$ cat config.mk
export PLATFORM = sky130hd
export DESIGN_NAME = store_buffer
export DESIGN_NICKNAME = d
export VERILOG_FILES = /design/src/rtl/store_buffer.sv
export SDC_FILE = /design/constraint.sdc
export NUM_CORES = 2
export LEC_CHECK = 0
export CAP_MARGIN = 20
export CORE_AREA = 3 3 278 280
export CTS_BUF_LIST = sky130_fd_sc_hd__clkbuf_4 sky130_fd_sc_hd__clkbuf_8
export DETAILED_ROUTE_END_ITERATION = 6
export DIE_AREA = 0 0 281 283
export GPL_TIMING_DRIVEN = 0
export PLACE_DENSITY = 0.76
export SETUP_SLACK_MARGIN = 0.3
export SLEW_MARGIN = 40
export SYNTH_ARGS = -nofsm -noshare
export SYNTH_HDL_FRONTEND = slang
export SYNTH_SLANG_ARGS = --single-unit
$ cat constraint.sdc
create_clock -name clk -period 14.76 [get_ports clk]
set_input_delay 1.476 -clock clk [delete_from_list [all_inputs] [get_ports clk]]
set_output_delay 1.476 -clock clk [all_outputs]
set_load 0.1 [all_outputs]
$ cat src/rtl/store_buffer.sv
// store_buffer
//   Write-back store buffer between a pipeline memory stage and a single-port
//   backing memory. Stores are queued in a circular FIFO of DEPTH {addr, data}
//   entries and drained to memory one at a time. Loads that hit a queued store
//   (64-bit word granularity) are forwarded the same cycle from the youngest
//   matching entry. Loads that miss stall the memory stage and are sent to
//   memory ahead of any further queued stores.
//
// Handshakes
//   Backing memory: mem_req is held high with mem_addr/mem_wdata/mem_we stable
//   (all registered) until a one-cycle mem_ack. mem_rdata is valid only with
//   mem_ack. mem_ack while no request is outstanding is ignored.
//   Memory stage: while stall_mem=1 the stage holds DM_* inputs unchanged.
//   A store is accepted on the edge of the first cycle it sees stall_mem=0.
//   A load completes in the cycle it sees stall_mem=0, with the result on
//   DM_readData in that same cycle.
//
// Ports
//   clk, reset             clock; synchronous active-high reset
//   DM_addr, DM_writeData  memory-stage byte address and store data
//   DM_writeEnable         store request (wins over a simultaneous load)
//   DM_readEnable          load request
//   DM_readData            load result, 0 when no load completes
//   stall_mem              memory stage must hold its inputs
//   sb_empty               no pending stores
//   mem_req/mem_we         backing-memory request, 1 = write
//   mem_addr/mem_wdata     backing-memory address and write data
//   mem_ack/mem_rdata      completion pulse and read data
//   The FSM state is held in the named signal 'state' (IDLE/ST_BUSY/LD_BUSY).
module store_buffer #(
  parameter int N     = 64,
  parameter int DEPTH = 4
) (
  input  logic         clk,
  input  logic         reset,
  input  logic [N-1:0] DM_addr,
  input  logic [N-1:0] DM_writeData,
  input  logic         DM_writeEnable,
  input  logic         DM_readEnable,
  output logic [N-1:0] DM_readData,
  output logic         stall_mem,
  output logic         sb_empty,
  output logic         mem_req,
  output logic         mem_we,
  output logic [N-1:0] mem_addr,
  output logic [N-1:0] mem_wdata,
  input  logic         mem_ack,
  input  logic [N-1:0] mem_rdata
);

  localparam int PW = $clog2(DEPTH);
  localparam int CW = PW + 1;

  typedef enum logic [1:0] {IDLE, ST_BUSY, LD_BUSY} state_t;

  state_t        state, state_nxt;
  logic [N-1:0]  ent_addr [DEPTH];
  logic [N-1:0]  ent_data [DEPTH];
  logic [PW-1:0] head, tail;
  logic [CW-1:0] count;

  logic          store_req, load_req, full;
  logic          hit, load_miss, ld_done, push, pop;
  logic [N-1:0]  fwd_data;
  logic [N-1:0]  maddr_nxt, mwdata_nxt;
  logic          mwe_nxt;

  // Byte-offset bits do not take part in word matching.
  logic          unused_addr_bits;
  assign unused_addr_bits = ^DM_addr[2:0];

  assign store_req = DM_writeEnable;
  assign load_req  = DM_readEnable && !DM_writeEnable;
  assign full      = (count == CW'(DEPTH));
  assign sb_empty  = (count == '0);

  // Youngest match wins: scan oldest to newest, later matches overwrite.
  // Uses pre-edge contents, so the head stays matchable in its pop cycle.
  always_comb begin
    hit      = 1'b0;
    fwd_data = '0;
    for (int k = 0; k < DEPTH; k++) begin
      if ((CW'(k) < count) &&
          (ent_addr[head + PW'(k)][N-1:3] == DM_addr[N-1:3])) begin
        hit      = 1'b1;
        fwd_data = ent_data[head + PW'(k)];
      end
    end
  end

  assign load_miss = load_req && !hit;
  assign ld_done   = (state == LD_BUSY) && mem_ack;
  assign pop       = (state == ST_BUSY) && mem_ack && !reset;
  // Full is judged on pre-edge count: a pop in the same cycle does not help.
  assign push      = store_req && !full && !reset;

  assign mem_req   = (state != IDLE) && !reset;

  always_comb begin
    DM_readData = '0;
    stall_mem   = 1'b0;
    if (!reset) begin
      if (store_req) begin
        stall_mem = full;
      end else if (load_req && hit) begin
        DM_readData = fwd_data;
      end else if (load_miss) begin
        stall_mem = !ld_done;
        if (ld_done) DM_readData = mem_rdata;
      end
    end
  end

  // Next state and the request registers loaded on leaving IDLE.
  always_comb begin
    state_nxt  = state;
    maddr_nxt  = mem_addr;
    mwdata_nxt = mem_wdata;
    mwe_nxt    = mem_we;
    case (state)
      IDLE: begin
        if (load_miss) begin
          state_nxt = LD_BUSY;
          maddr_nxt = DM_addr;
          mwe_nxt   = 1'b0;
        end else if (!sb_empty) begin
          state_nxt  = ST_BUSY;
          maddr_nxt  = ent_addr[head];
          mwdata_nxt = ent_data[head];
          mwe_nxt    = 1'b1;
        end
      end
      ST_BUSY: if (mem_ack) state_nxt = IDLE;
      LD_BUSY: if (mem_ack) state_nxt = IDLE;
      default: state_nxt = IDLE;
    endcase
  end

  always_ff @(posedge clk) begin
    if (reset) begin
      state     <= IDLE;
      head      <= '0;
      tail      <= '0;
      count     <= '0;
      mem_addr  <= '0;
      mem_wdata <= '0;
      mem_we    <= 1'b0;
    end else begin
      state     <= state_nxt;
      mem_addr  <= maddr_nxt;
      mem_wdata <= mwdata_nxt;
      mem_we    <= mwe_nxt;
      if (push) tail <= tail + PW'(1);
      if (pop)  head <= head + PW'(1);
      case ({push, pop})
        2'b10:   count <= count + CW'(1);
        2'b01:   count <= count - CW'(1);
        default: count <= count;
      endcase
    end
  end

  // Entry storage needs no reset: validity comes from head/count.
  always_ff @(posedge clk) begin
    if (push) begin
      ent_addr[tail] <= DM_addr;
      ent_data[tail] <= DM_writeData;
    end
  end

endmodule

==> impl_metrics.yaml <==
floorplan:
  initial_utilization_pct: 55.9
  core_mm2: 0.0747
  num_rows: 100
  io_pins: 393
  die_h_um: 283
  fp.dieW_um: 281
  dieArea_mm2: 0.0795
final_layout:
  fin_nets: 4266
  final_layout_size_suffix_gt1_share_pct: 21.0
  syn_to_final_growth_pct: 17.0
  final_cells: 5130
worst_setup_path:
  critical_path.top_delay_family: "buffers and inverters"
  crit_buf_inv: 7
  max_stage_delay_ps: 690
  arrival_ps: 8270
  cp_slowest_cell: "buf_2"
  cp_common_cell: "buf_2"
  crit_path_start_kind: "flip-flop"
  crit_path_end_kind: "primary output"
  worstPathCellList: "clkbuf_1 > buf_2 > buf_2 > mux4_2 > xnor2_1 > nand4_1 > nor4_2 > nand3_1 > or2_2 > clkbuf_1 > nor4b_2 > clkbuf_2 > clkbuf_2 > a21oi_1 > o221a_2 > buf_2"
  required_ps: 13280
  path_max_fanout: 10
  criticalPathCategory: "reg2out"
clocking:
  tritoncts: "yes"
  path_clk_slew_ps: 70
  cts_sinks: 652
  cts_max_level: 3
  cts_max_path_buffers: 3
  post_cts_resized: 0
  cts_hold_buf: 0
  cts_buffers: 109
  cts_root_buf: "clkbuf_8"
  cts_setup_buffers: 0
  clock_latency_ps: 800
drt:
  avgViaCountPerCell: 7.28
  drc: 14
  drt-initial-drc-count: 6124
  vias: 37358
  antenna_left: 0
  finalWirelength_um: 192000
  firstDrtPassIters: 7
  wl_per_cell_um: 37.5
timing:
  finalSetupViolations: 0
  drv_slew: 0
  tightest_slew_ps: 1000
  hold_viol_final: 0
  rsz0062_at_grt: "no"
  min_period_ps: 9750
  max_clock_freq_mhz: 103
  finalCritPeriodShare_pct: 66.0
  fin_skew_ps: 56.4
  tns_ps: 0
  slew_headroom_pct: 33.1
synthesis:
  synth.distinct_cells: 68
  ys_seq_area_share_pct: 43.5
  synth_nets: 3742
  netlist_area_mm2: 0.0418
  synth.most_common_cell: "edfxtp_1"
  synth_async_sr_flop_share_pct: 0
  syn_avg_cell_area_um2: 11.8
  synth_cells: 3533
  synth_top_cell_by_area: "edfxtp_1"
  synthFlopType: "edfxtp_1"
  synth_top_area_share_pct: 36.8
  synthTopCellsByArea: "edfxtp_1 37%, mux4_2 13%, mux2i_1 9.0%, dfxtp_1 6.7%, xnor2_1 3.4%"
  yosys-top-cells-count: "512 x edfxtp_1, 377 x mux2i_1, 246 x mux4_2, 241 x clkbuf_1, 164 x xnor2_1"
  synth.ff_latch_count: 652
  synth_edf_count: 512
  yosys_warnings: 0
outcome:
  violations: "DRC"
  status: "finished with violations"
placement:
  dp_hpwl_um: 142000
  dp_cells: 4914
  place_congestion: 1.06
  io_buffer_count: 391
flow_run:
  max_cap_violations: 0
grt:
  grt_start_max_net_pins: 32
  grt_use_total_pct: 47.2
  grt_pass1_wl_um: 266000
  grt_pass1_vias: 35884
  grt_antenna_before_repair: 13
  gr-total-overflow: 0
pwr:
  vdd_ir_drop_max_mv: 0.105
  powerDensity_mw_per_mm2: 109
  p_leak_nw: 15.6
worst_hold_path:
  hp-class: "reg2reg"
## tightest hold or removal path, delay by kind of cell (launching register included)
family / cells / cell delay, ps
flops: 1 / 310
mux: 1 / 50
simple gates: 1 / 60
## flip-flops by register name, summed over array words and instances, names as in the netlist, named ones only
signal / count
state: 2
mem_wdata: 64
mem_we: 1
ent_data: 256
ent_addr: 256
head: 2
mem_addr: 64
count: 3
tail: 2
## cell usage in the layout, fill, tap and decap left out, types with 118 or more instances in the layout
cell and count:
nor2b_1 127, buf_2 266, a211oi_1 143, a31oi_1 124
a21oi_1 157, dfxtp_1 140, a2111oi_0 118, nand2b_1 134
nor2_1 123, edfxtp_1 512, clkbuf_1 223, mux4_2 246
clkdlybuf4s50_1 195, xnor2_1 161, mux2i_1 377, clkbuf_8 118
## per-stage QoR
step | worst slack (ps) | hold WS (ps) | area [um2] | utilization [%] | power, mW
after detailed placement | 5710 | 458 | 46400 | 62.1 | 3.51
after CTS | 5570 | 471 | 48800 | 65.4 | 5.30
after global routing | 5400 | 486 | 48900 | 65.4 | 5.45
final | 5010 | 467 | 48900 | 65.4 | 5.35
after global placement | 4270 | 458 | 46900 | 62.8 | 3.56
after floorplan | 6290 | 449 | 41800 | - | 3.06
## final cells by class
class	count	area, um2
antenna	10	25.0
clock buffer	152	1880
multi-input combinational	2424	21700
inverter	75	282
buffer	382	1760
tap	969	1210
clock inverter	53	571
fill	5936	25800
sequential	652	18200
timing repair buffer	413	3310
## cells by family after synthesis
family	Yosys count	share of synthesized area [%]
AND/OR/NAND/NOR	804	10.6
XOR/XNOR	199	4.17
flip-flops	652	43.5
adder cells (fa/ha/maj)	12	0.359
buffers and inverters	457	4.80
multiplexers	686	24.0
AO/OA/AOI/OAI	723	12.5
## layer usage
metal	wire [um]	part of all wire, %	GRT usage (%)
met1	62500	33	55.5
met2	84000	44	71.4
met3	25900	13	14.6
met4	19700	10	38.1
met5	37	0.019	0
## path summary, 6_finish.rpt
path	from	slack (ps)	depth (start not counted)	endpoint
min reg2reg	mem_wdata[22]	470	2	mem_wdata[22]
min	mem_wdata[22]	470	2	mem_wdata[22]
max	flip-flop	5010	16	DM_readData[54]
max reg2reg	flip-flop	7450	15	mem_addr[60]
## report_power, final
part / switching, mW / leakage [nW] / internal [mW]
clock: 0.807 / 1.27 / 1.02
combinational: 1.00 / 8.51 / 0.356
sequential: 0.0785 / 5.80 / 2.08
Power figures use the tool's default switching activity.
